### src/rtl/nnrv_pkg.sv
// Shared definitions for the nnrv UART transmitter: register map, STATUS bits,
// transmitter FSM encoding and the bus request bundle.
package nnrv_pkg;

  // Register word index, taken from i_addr[3:2]
  localparam logic [1:0] REG_DATA   = 2'd0;
  localparam logic [1:0] REG_STATUS = 2'd1;
  localparam logic [1:0] REG_DIV    = 2'd2;
  localparam logic [1:0] REG_CTRL   = 2'd3;

  localparam int ST_EMPTY  = 0;
  localparam int ST_FULL   = 1;
  localparam int ST_ACTIVE = 2;
  localparam int ST_OVF    = 3;

  typedef enum logic [1:0] {
    TX_IDLE  = 2'd0,
    TX_START = 2'd1,
    TX_DATA  = 2'd2,
    TX_STOP  = 2'd3
  } tx_state_e;

  typedef struct packed {
    logic        sel;
    logic        we;
    logic [1:0]  word;
    logic [31:0] wdata;
  } bus_req_t;

endpackage

### src/rtl/nnrv_fifo.sv
// Synchronous FIFO with extra-MSB wrap pointers; a push while full is only
// accepted when a pop frees a slot in the same cycle.
module nnrv_fifo #(
  parameter int WIDTH = 8,
  parameter int DEPTH = 8
) (
  input  logic             clk,
  input  logic             rst_n,
  input  logic             push,
  input  logic             pop,
  input  logic [WIDTH-1:0] wdata,
  output logic [WIDTH-1:0] rdata,
  output logic             full,
  output logic             empty
);
  localparam int AW = $clog2(DEPTH);

  logic [WIDTH-1:0] mem [DEPTH];
  logic [AW:0]      wptr, rptr;
  logic             do_push, do_pop;

  assign do_pop  = pop & ~empty;
  assign do_push = push & (~full | do_pop);

  assign empty = (wptr == rptr);
  assign full  = (wptr[AW] != rptr[AW]) && (wptr[AW-1:0] == rptr[AW-1:0]);
  assign rdata = mem[rptr[AW-1:0]];

  always_ff @(posedge clk or negedge rst_n) begin
    if (!rst_n) begin
      wptr <= '0;
      rptr <= '0;
    end else begin
      if (do_push) wptr <= wptr + (AW+1)'(1);
      if (do_pop)  rptr <= rptr + (AW+1)'(1);
    end
  end

  // Storage needs no reset; pointers define validity.
  always_ff @(posedge clk) begin
    if (do_push) mem[wptr[AW-1:0]] <= wdata;
  end

endmodule

### src/rtl/nnrv_uart_tx.sv
// Memory-mapped 8N1 UART transmitter: byte FIFO, baud-counted shifter FSM,
// STATUS/DIV/CTRL registers and a level drain interrupt.
module nnrv_uart_tx
  import nnrv_pkg::*;
#(
  parameter int DIV_RST    = 16,
  parameter int FIFO_DEPTH = 8
) (
  input  logic        i_clk,
  input  logic        i_rst_n,
  input  logic        i_sel,
  input  logic        i_we,
  input  logic [3:0]  i_addr,
  input  logic [31:0] i_wdata,
  output logic [31:0] o_rdata,
  output logic        o_tx,
  output logic        o_busy,
  output logic        o_irq
);

  bus_req_t req;
  logic     wr_data, wr_status, wr_div, wr_ctrl;

  assign req = '{sel: i_sel, we: i_we, word: i_addr[3:2], wdata: i_wdata};

  assign wr_data   = req.sel & req.we & (req.word == REG_DATA);
  assign wr_status = req.sel & req.we & (req.word == REG_STATUS);
  assign wr_div    = req.sel & req.we & (req.word == REG_DIV);
  assign wr_ctrl   = req.sel & req.we & (req.word == REG_CTRL);

  logic unused_ok;
  assign unused_ok = ^{i_addr[1:0], req.wdata[31:16]};

  // ---------------------------------------------------------------- FIFO
  logic       fifo_pop, fifo_full, fifo_empty;
  logic [7:0] fifo_rdata;

  nnrv_fifo #(.WIDTH(8), .DEPTH(FIFO_DEPTH)) u_fifo (
    .clk   (i_clk),
    .rst_n (i_rst_n),
    .push  (wr_data),
    .pop   (fifo_pop),
    .wdata (req.wdata[7:0]),
    .rdata (fifo_rdata),
    .full  (fifo_full),
    .empty (fifo_empty)
  );

  // ----------------------------------------------------------- registers
  logic [15:0] div_q;
  logic        irq_en_q;
  logic        ovf_q;

  always_ff @(posedge i_clk or negedge i_rst_n) begin
    if (!i_rst_n) begin
      div_q    <= 16'(DIV_RST);
      irq_en_q <= 1'b0;
      ovf_q    <= 1'b0;
    end else begin
      if (wr_div)  div_q    <= req.wdata[15:0];
      if (wr_ctrl) irq_en_q <= req.wdata[0];
      // A pop in the same cycle makes room, so that push is not an overflow.
      if (wr_data & fifo_full & ~fifo_pop)        ovf_q <= 1'b1;
      else if (wr_status & req.wdata[ST_OVF])     ovf_q <= 1'b0;
    end
  end

  // ----------------------------------------------------------------- FSM
  tx_state_e   state_q, state_d;
  logic [15:0] cnt_q, cnt_d;
  logic [15:0] div_lat_q, div_lat_d;
  logic [2:0]  bit_q, bit_d;
  logic [7:0]  sh_q, sh_d;
  logic        bit_end;

  assign bit_end = (cnt_q == div_lat_q);

  always_ff @(posedge i_clk or negedge i_rst_n) begin
    if (!i_rst_n) begin
      state_q   <= TX_IDLE;
      cnt_q     <= '0;
      div_lat_q <= '0;
      bit_q     <= '0;
      sh_q      <= '0;
    end else begin
      state_q   <= state_d;
      cnt_q     <= cnt_d;
      div_lat_q <= div_lat_d;
      bit_q     <= bit_d;
      sh_q      <= sh_d;
    end
  end

  always_comb begin
    state_d   = state_q;
    cnt_d     = cnt_q;
    div_lat_d = div_lat_q;
    bit_d     = bit_q;
    sh_d      = sh_q;
    fifo_pop  = 1'b0;
    unique case (state_q)
      TX_IDLE: begin
        if (!fifo_empty) begin
          fifo_pop  = 1'b1;
          sh_d      = fifo_rdata;
          div_lat_d = div_q;
          cnt_d     = '0;
          bit_d     = '0;
          state_d   = TX_START;
        end
      end
      TX_START: begin
        if (bit_end) begin
          cnt_d   = '0;
          state_d = TX_DATA;
        end else begin
          cnt_d = cnt_q + 16'd1;
        end
      end
      TX_DATA: begin
        if (bit_end) begin
          cnt_d = '0;
          sh_d  = {1'b0, sh_q[7:1]};
          bit_d = bit_q + 3'd1;
          if (bit_q == 3'd7) state_d = TX_STOP;
        end else begin
          cnt_d = cnt_q + 16'd1;
        end
      end
      TX_STOP: begin
        if (bit_end) begin
          cnt_d = '0;
          // Chain straight into the next start bit when more data is queued.
          if (!fifo_empty) begin
            fifo_pop  = 1'b1;
            sh_d      = fifo_rdata;
            div_lat_d = div_q;
            bit_d     = '0;
            state_d   = TX_START;
          end else begin
            state_d = TX_IDLE;
          end
        end else begin
          cnt_d = cnt_q + 16'd1;
        end
      end
      default: state_d = TX_IDLE;
    endcase
  end

  // Decoded from the async-reset state so the line returns high on reset.
  always_comb begin
    o_tx = 1'b1;
    case (state_q)
      TX_START: o_tx = 1'b0;
      TX_DATA:  o_tx = sh_q[0];
      default:  o_tx = 1'b1;
    endcase
  end

  assign o_busy = (state_q != TX_IDLE) | ~fifo_empty;
  assign o_irq  = irq_en_q & ~o_busy;

  // ------------------------------------------------------------ readback
  always_comb begin
    o_rdata = '0;
    case (req.word)
      REG_STATUS: begin
        o_rdata[ST_EMPTY]  = fifo_empty;
        o_rdata[ST_FULL]   = fifo_full;
        o_rdata[ST_ACTIVE] = (state_q != TX_IDLE);
        o_rdata[ST_OVF]    = ovf_q;
      end
      REG_DIV:  o_rdata[15:0] = div_q;
      REG_CTRL: o_rdata[0]    = irq_en_q;
      default:  o_rdata = '0;
    endcase
  end

endmodule

### config.mk
export PLATFORM = sky130hd
export DESIGN_NAME = nnrv_uart_tx
export DESIGN_NICKNAME = d
export VERILOG_FILES = /design/src/rtl/nnrv_pkg.sv /design/src/rtl/nnrv_fifo.sv /design/src/rtl/nnrv_uart_tx.sv
export SDC_FILE = /design/constraint.sdc
export NUM_CORES = 1
export LEC_CHECK = 0
export BUFFER_PORTS_ARGS = -buffer_cell sky130_fd_sc_hd__buf_2
export CAP_MARGIN = 40
export CELL_PAD_IN_SITES_DETAIL_PLACEMENT = 1
export CELL_PAD_IN_SITES_GLOBAL_PLACEMENT = 1
export CORE_ASPECT_RATIO = 1.75
export CORE_MARGIN = 2
export CORE_UTILIZATION = 25
export DETAILED_ROUTE_END_ITERATION = 7
export PLACE_DENSITY = 0.47
export SLEW_MARGIN = 20
export SYNTH_ARGS = -nofsm -noshare
export SYNTH_HDL_FRONTEND = slang
export SYNTH_SLANG_ARGS = --single-unit
### constraint.sdc
create_clock -name i_clk -period 6.4 [get_ports i_clk]
set_input_delay 1.28 -clock i_clk [delete_from_list [all_inputs] [get_ports i_clk]]
set_output_delay 1.28 -clock i_clk [all_outputs]
set_load 0.05 [all_outputs]
=== Word level (Yosys, flattened, before mapping) ===
Memory sizes are Yosys's and may differ from the RTL's.
Index checks and enable logic that the tools add are counted.

* Register bits: 71
* RAM bits: 64
* Input bits: 40
* Output and inout bits: 35
* Word-level logic and storage cells: 91
* Memories: 1

{| class="wikitable"
|+ Memories
! memory !! words !! width !! rd ports !! clocked after memory_dff !! wr ports !! RTL line !! source
|-
| u_fifo.mem || 8 || 8 || 1 || 0 || 1 || nnrv_fifo.sv:18 || <nowiki>logic [WIDTH-1:0] mem [DEPTH];</nowiki>
|}

* Add/subtract/negate cells: 4
* Equality and inequality tests: 16
* Multiplexer cells: 32
* Bitwise logic cells: 17
* Reduce and logical (&&, ||, !) cells: 11

{| class="wikitable"
|+ Operators with widths
! operator !! number
|-
| two-way mux 16 bit || 4
|-
| case mux 16 bit (2 select lines) || 2
|-
| two-way mux 8 bit || 3
|-
| case mux 8 bit (3 select lines) || 1
|-
| adder 16 x 1 -> 16 bit, second input constant || 1
|-
| equality test 16 bit || 1
|-
| two-way mux 12 bit || 1
|-
| AND 1 bit || 11
|-
| two-way mux 2 bit || 5
|-
| inequality test 2 bit, second input constant || 5
|-
| two-way mux 3 bit || 3
|-
| case mux 3 bit (3 select lines) || 1
|-
| adder 4 x 1 -> 4 bit, second input constant || 2
|-
| equality test 2 bit, second input constant || 4
|-
| case mux 2 bit (4 select lines) || 1
|-
| two-way mux 1 bit || 7
|-
| case mux 3 bit (2 select lines) || 1
|-
| nonzero test 2 bit || 3
|-
| AND reduction 5 bit || 1
|-
| equality test 2 x 1 -> 1 bit, second input constant || 2
|-
| equality test 4 bit || 1
|-
| zero test 2 bit || 2
|-
| NOT 1 bit || 4
|-
| case mux 1 bit (2 select lines) || 2
|-
| other kinds (11) || 12
|}

=== Logic depth before layout (Yosys ltp) ===
* Depth in word-level cells: 9
* Depth in mapped cells: 8
* Depth with buffers taken out: 8

=== Modules after synthesis ===
Synthesis repeated with hierarchy kept, for this count alone.

* Cells, all modules: 458
* Area, all modules: 6488.7 µm²

{| class="wikitable"
|+ Modules (own cells, without submodules)
! module !! times used !! cells each !! area an instance (µm²) !! sequential area each (µm²)
|-
| nnrv_uart_tx || 1 || 307 || 3500.9 || 1577.8
|-
| nnrv_fifo || 1 || 151 || 2987.9 || 2122.0
|}

=== Least setup slack after synthesis ===
Ideal clock, no wire load.

* Path type: input to output
* From: input i_addr[2]
* To: output o_rdata[1]
* Arrival time: 2.517 ns
* Required time: 5.120 ns
* Setup slack: 2.603 ns
* Stages: 5
* Buffers on the path: 1
* Path through: inv_1 > ha_1 > clkbuf_1 > a22oi_1 > nor2b_1

* Longest elaborated chain between the ends: 2
* Elaborated cells between the ends (all ways): 3
* Classes of those cells: eq/ne (2); mux (1)

{| class="wikitable"
|+ RTL lines
! item !! RTL line !! source
|-
| from (decl) || nnrv_uart_tx.sv:13 || <nowiki>input logic [3:0] i_addr,</nowiki>
|-
| equality test 2 bit or equality test 2 x 1 -> 1 bit (tied branches) || nnrv_uart_tx.sv:167 || <nowiki>case (req.word)</nowiki>
|-
| case mux 3 bit (2 select lines) (*) || nnrv_uart_tx.sv:167 ||
|-
| to (decl) || nnrv_uart_tx.sv:15 || <nowiki>output logic [31:0] o_rdata,</nowiki>
|}

Mark *: on every way between the ends. The rest lies on a longest branch, timed or not.

=== Final worst setup path ===
* From: register u_fifo.rptr[2]
* To: output o_busy

* Longest elaborated chain between the ends: 3

{| class="wikitable"
|+ RTL lines
! item !! RTL line !! source
|-
| from (decl) || nnrv_fifo.sv:19 || <nowiki>logic [AW:0] wptr, rptr;</nowiki>
|-
| from (signal assigned) || nnrv_fifo.sv:35 || <nowiki>if (do_pop) rptr <= rptr + (AW+1)'(1);</nowiki>
|-
| equality test 4 bit || nnrv_fifo.sv:25 || <nowiki>assign empty = (wptr == rptr);</nowiki>
|-
| NOT 1 bit || nnrv_uart_tx.sv:161 || <nowiki>assign o_busy = (state_q != TX_IDLE) | ~fifo_empty;</nowiki>
|-
| bitwise OR 1 bit || nnrv_uart_tx.sv:161 ||
|-
| to (decl) || nnrv_uart_tx.sv:17 || <nowiki>output logic o_busy,</nowiki>
|}

Every way passes these cells.

==> flow_metrics.tcl <==
set metrics [dict create \
    critical_path_class "flop to primary output" \
    p_switching_w 0.00122 \
    core-area_sq_mm 0.0245 \
    die_w_um 123 \
    synth_largest_area_cell "edfxtp_1" \
    overflow 0 \
    antenna_found_initial 0 \
    die_area_sq_mm 0.0263 \
    drive_gt1_share_pct 26.5 \
    ctsHoldBuffers 0 \
    cts_setup_buffers 0 \
    syn_to_final_growth_pct 19.0 \
    ir_drop_mv 0.175 \
    worstPathArrival_ns 2.68 \
    maxSlewHeadroom_pct 49.2 \
    via_per_inst 4.45 \
    rsz0062_at_grt "false" \
    antennaDiodeCount 0 \
    cts_buffers 17 \
    io_buffer_count 40 \
    cap_viol_max_count 0 \
    start_util_pct 25.4 \
    gp_congestion 0.711 \
    power_density_mw_per_mm2 450 \
    post_cts_resized 0 \
    cts_root_buf "clkbuf_16" \
    grt_pass1_vias 4204 \
    drt_wl_total_mm 15.4 \
    synth_cells 458 \
    synth_ff_type "dfrtp_1" \
    power_leakage_nw 2.90 \
    clkTransAtPathRegs_ns 0.06 \
    fin_crit_ns 3.96 \
    synth_edf_count 64 \
    p_comb_share_pct 33.1 \
    setup_viol 0 \
    synthTopCellsByCount "dfrtp_1 (70), edfxtp_1 (64), nor2_1 (37)" \
    synth_warnings 0 \
    h-tree-depth 4 \
    cts_num_sinks 135 \
    synthArstFlopShare_pct 52.6 \
    rows 76 \
    postSynthAreaPerCell_sq_um 13.6 \
    fin_crit_sh_pct 61.9 \
    synth_top_area_share_pct 30.8 \
    grt_usage_pct 12.9 \
    clock_latency_ns 0.42 \
    netlist_area_sq_mm 0.00623 \
    hold_class "flop to flop" \
    drcViolationCount 0 \
    p_seq_share_pct 37.8 \
    place_hpwl_mm 11.5 \
    ys_types 50 \
    status "finished, final reports clean" \
    first_pass_iters 4 \
    nNetsFinal 567 \
    ys_seq_area_share_pct 59.3 \
    cp-end-kind "primary output" \
    skew_ns 0.00937 \
    worst_pin_slew_ns 0.762 \
    hold_viol 0 \
    required_ns 5.12 \
    p_total_w 0.00334 \
    ant_nets 0 \
    cts_tree "done" \
    max_freq_mhz 253 \
    vias 3725 \
    stdcell_area_sq_mm 0.00742 \
    ios 75 \
    setup_tns_ns 0 \
    wl_per_cell_um 18.5 \
    synthTopCellsByArea "edfxtp_1 (31%), dfrtp_1 (28%), mux4_2 (5.8%), mux2_2 (4.7%), xnor2_1 (4.1%)" \
    cp_max_fo 11 \
    p_int_w 0.00212 \
    switching_share_pct 36.6 \
    maxSlewViolCount 0 \
    ys_ff_latch 135 \
    grt_max_degree 42 \
    start_kind "flop" \
    p_clk_share_pct 29.0 \
    die_h_um 213 \
    dpl_cell_area_sq_mm 0.00683 \
    grt_pass1_wl_mm 24.6 \
    yosysMostFrequentCell "dfrtp_1" \
    clockBufferDepth 2 \
    drt_iter0_markers 110 \
]
## worst max-delay path, cell delays in order (launching register included)
cell and delay (ns):
dfrtp_1 0.83, xnor2_1 0.23, nand4_1 0.33, nor2_1 0.48, inv_1 0.14, buf_2 0.24
## cells in the final DEF, fill, tap and decap left out, types with 5 or more instances in the layout
cell	count
o21ai_0	11
mux4_2	16
nor2_1	37
xor2_1	12
nand3_1	5
ha_1	15
dfrtp_1	70
mux2_1	10
mux2_2	26
xnor2_1	29
clkbuf_16	17
mux2i_1	8
buf_2	39
a21oi_1	9
nand4_1	13
and2_1	12
conb_1	16
buf_4	12
edfxtp_1	64
nand2_1	30
inv_1	12
nor3_1	6
## state kept, by name, summed over array words and instances, names as in the netlist
| name | count |
|---|---|
| div_lat_q | 16 |
| bit_q | 3 |
| irq_en_q | 1 |
| u_fifo.mem | 64 |
| ovf_q | 1 |
| div_q | 16 |
| sh_q | 8 |
| u_fifo.wptr | 4 |
| state_q | 2 |
| u_fifo.rptr | 4 |
| cnt_q | 16 |
## path summary, 6_finish.rpt
kind	startpoint	endpoint	slack, ns	depth (start not counted)
worst min register to register	sh_q[6]$_DFFE_PN0P_	sh_q[6]$_DFFE_PN0P_	0.48	2
worst max register to register	cnt_q[10]$_DFFE_PN0P_	u_fifo.mem[5][2]$_DFFE_PP_	3.57	6
worst min-delay path	sh_q[6]$_DFFE_PN0P_	sh_q[6]$_DFFE_PN0P_	0.48	2
max in group asynchronous	i_rst_n	div_q[4]$_DFFE_PN1P_	4.95	2
min in group asynchronous	i_rst_n	cnt_q[11]$_DFFE_PN0P_	0.80	1
worst max-delay path	u_fifo.rptr[2]$_DFFE_PN0P_	o_busy	2.44	5
## through the flow
step / utilization (%) / hold WS (ns) / setup slack (ns) / instances
after floorplan: - / 0.448 / 2.60 / 473
after global placement: 27.5 / 0.463 / 2.44 / 797
after detailed placement: 27.8 / 0.480 / 2.43 / 804
after CTS: 30.2 / 0.493 / 2.36 / 836
after global routing: 30.3 / 0.520 / 2.21 / 837
final: 30.3 / 0.484 / 2.44 / 837
## cell type report
class / instances / area, sq um
Clock buffer: 18 / 429
Clock inverter: 14 / 149
Fill cell: 2690 / 17100
Inverter: 12 / 45.0
Multi-Input combinational cell: 291 / 2360
Sequential cell: 135 / 3700
Tap cell: 312 / 390
Timing Repair Buffer: 55 / 347
## layer usage
layer / GRT usage [%] / wire [um] / vias up
met2: 25.2 / 9260 / 69
met1: 12.8 / 5430 / 1917
met3: 2.67 / 414 / 17
met4: 5.29 / 347 / 0
li1: - / - / 1722
met5: 0 / 0 / -
## power by group through the flow
stage | registers [W] | logic, W | clock network (W)
finish | 0.00126 | 0.00111 | 0.000969
global route | 0.00129 | 0.00122 | 0.00103
CTS | 0.00127 | 0.00114 | 0.000996
detailed placement | 0.00129 | 0.00113 | 0
global placement | 0.00130 | 0.00106 | 0
floorplan | 0.00116 | 0.000907 | 0
## logic make-up after synthesis
| family | after synthesis | synth area share [%] |
|---|---|---|
| compound gates | 39 | 4.44 |
| xor+xnor | 41 | 5.76 |
| fa+ha+maj | 15 | 3.01 |
| buf+inv | 47 | 4.11 |
| flops | 135 | 59.3 |
| mux | 61 | 13.8 |
| other cells | 1 | 0.0601 |
| simple gates | 119 | 9.49 |
Note: power is estimated with default switching activity, not from simulation.
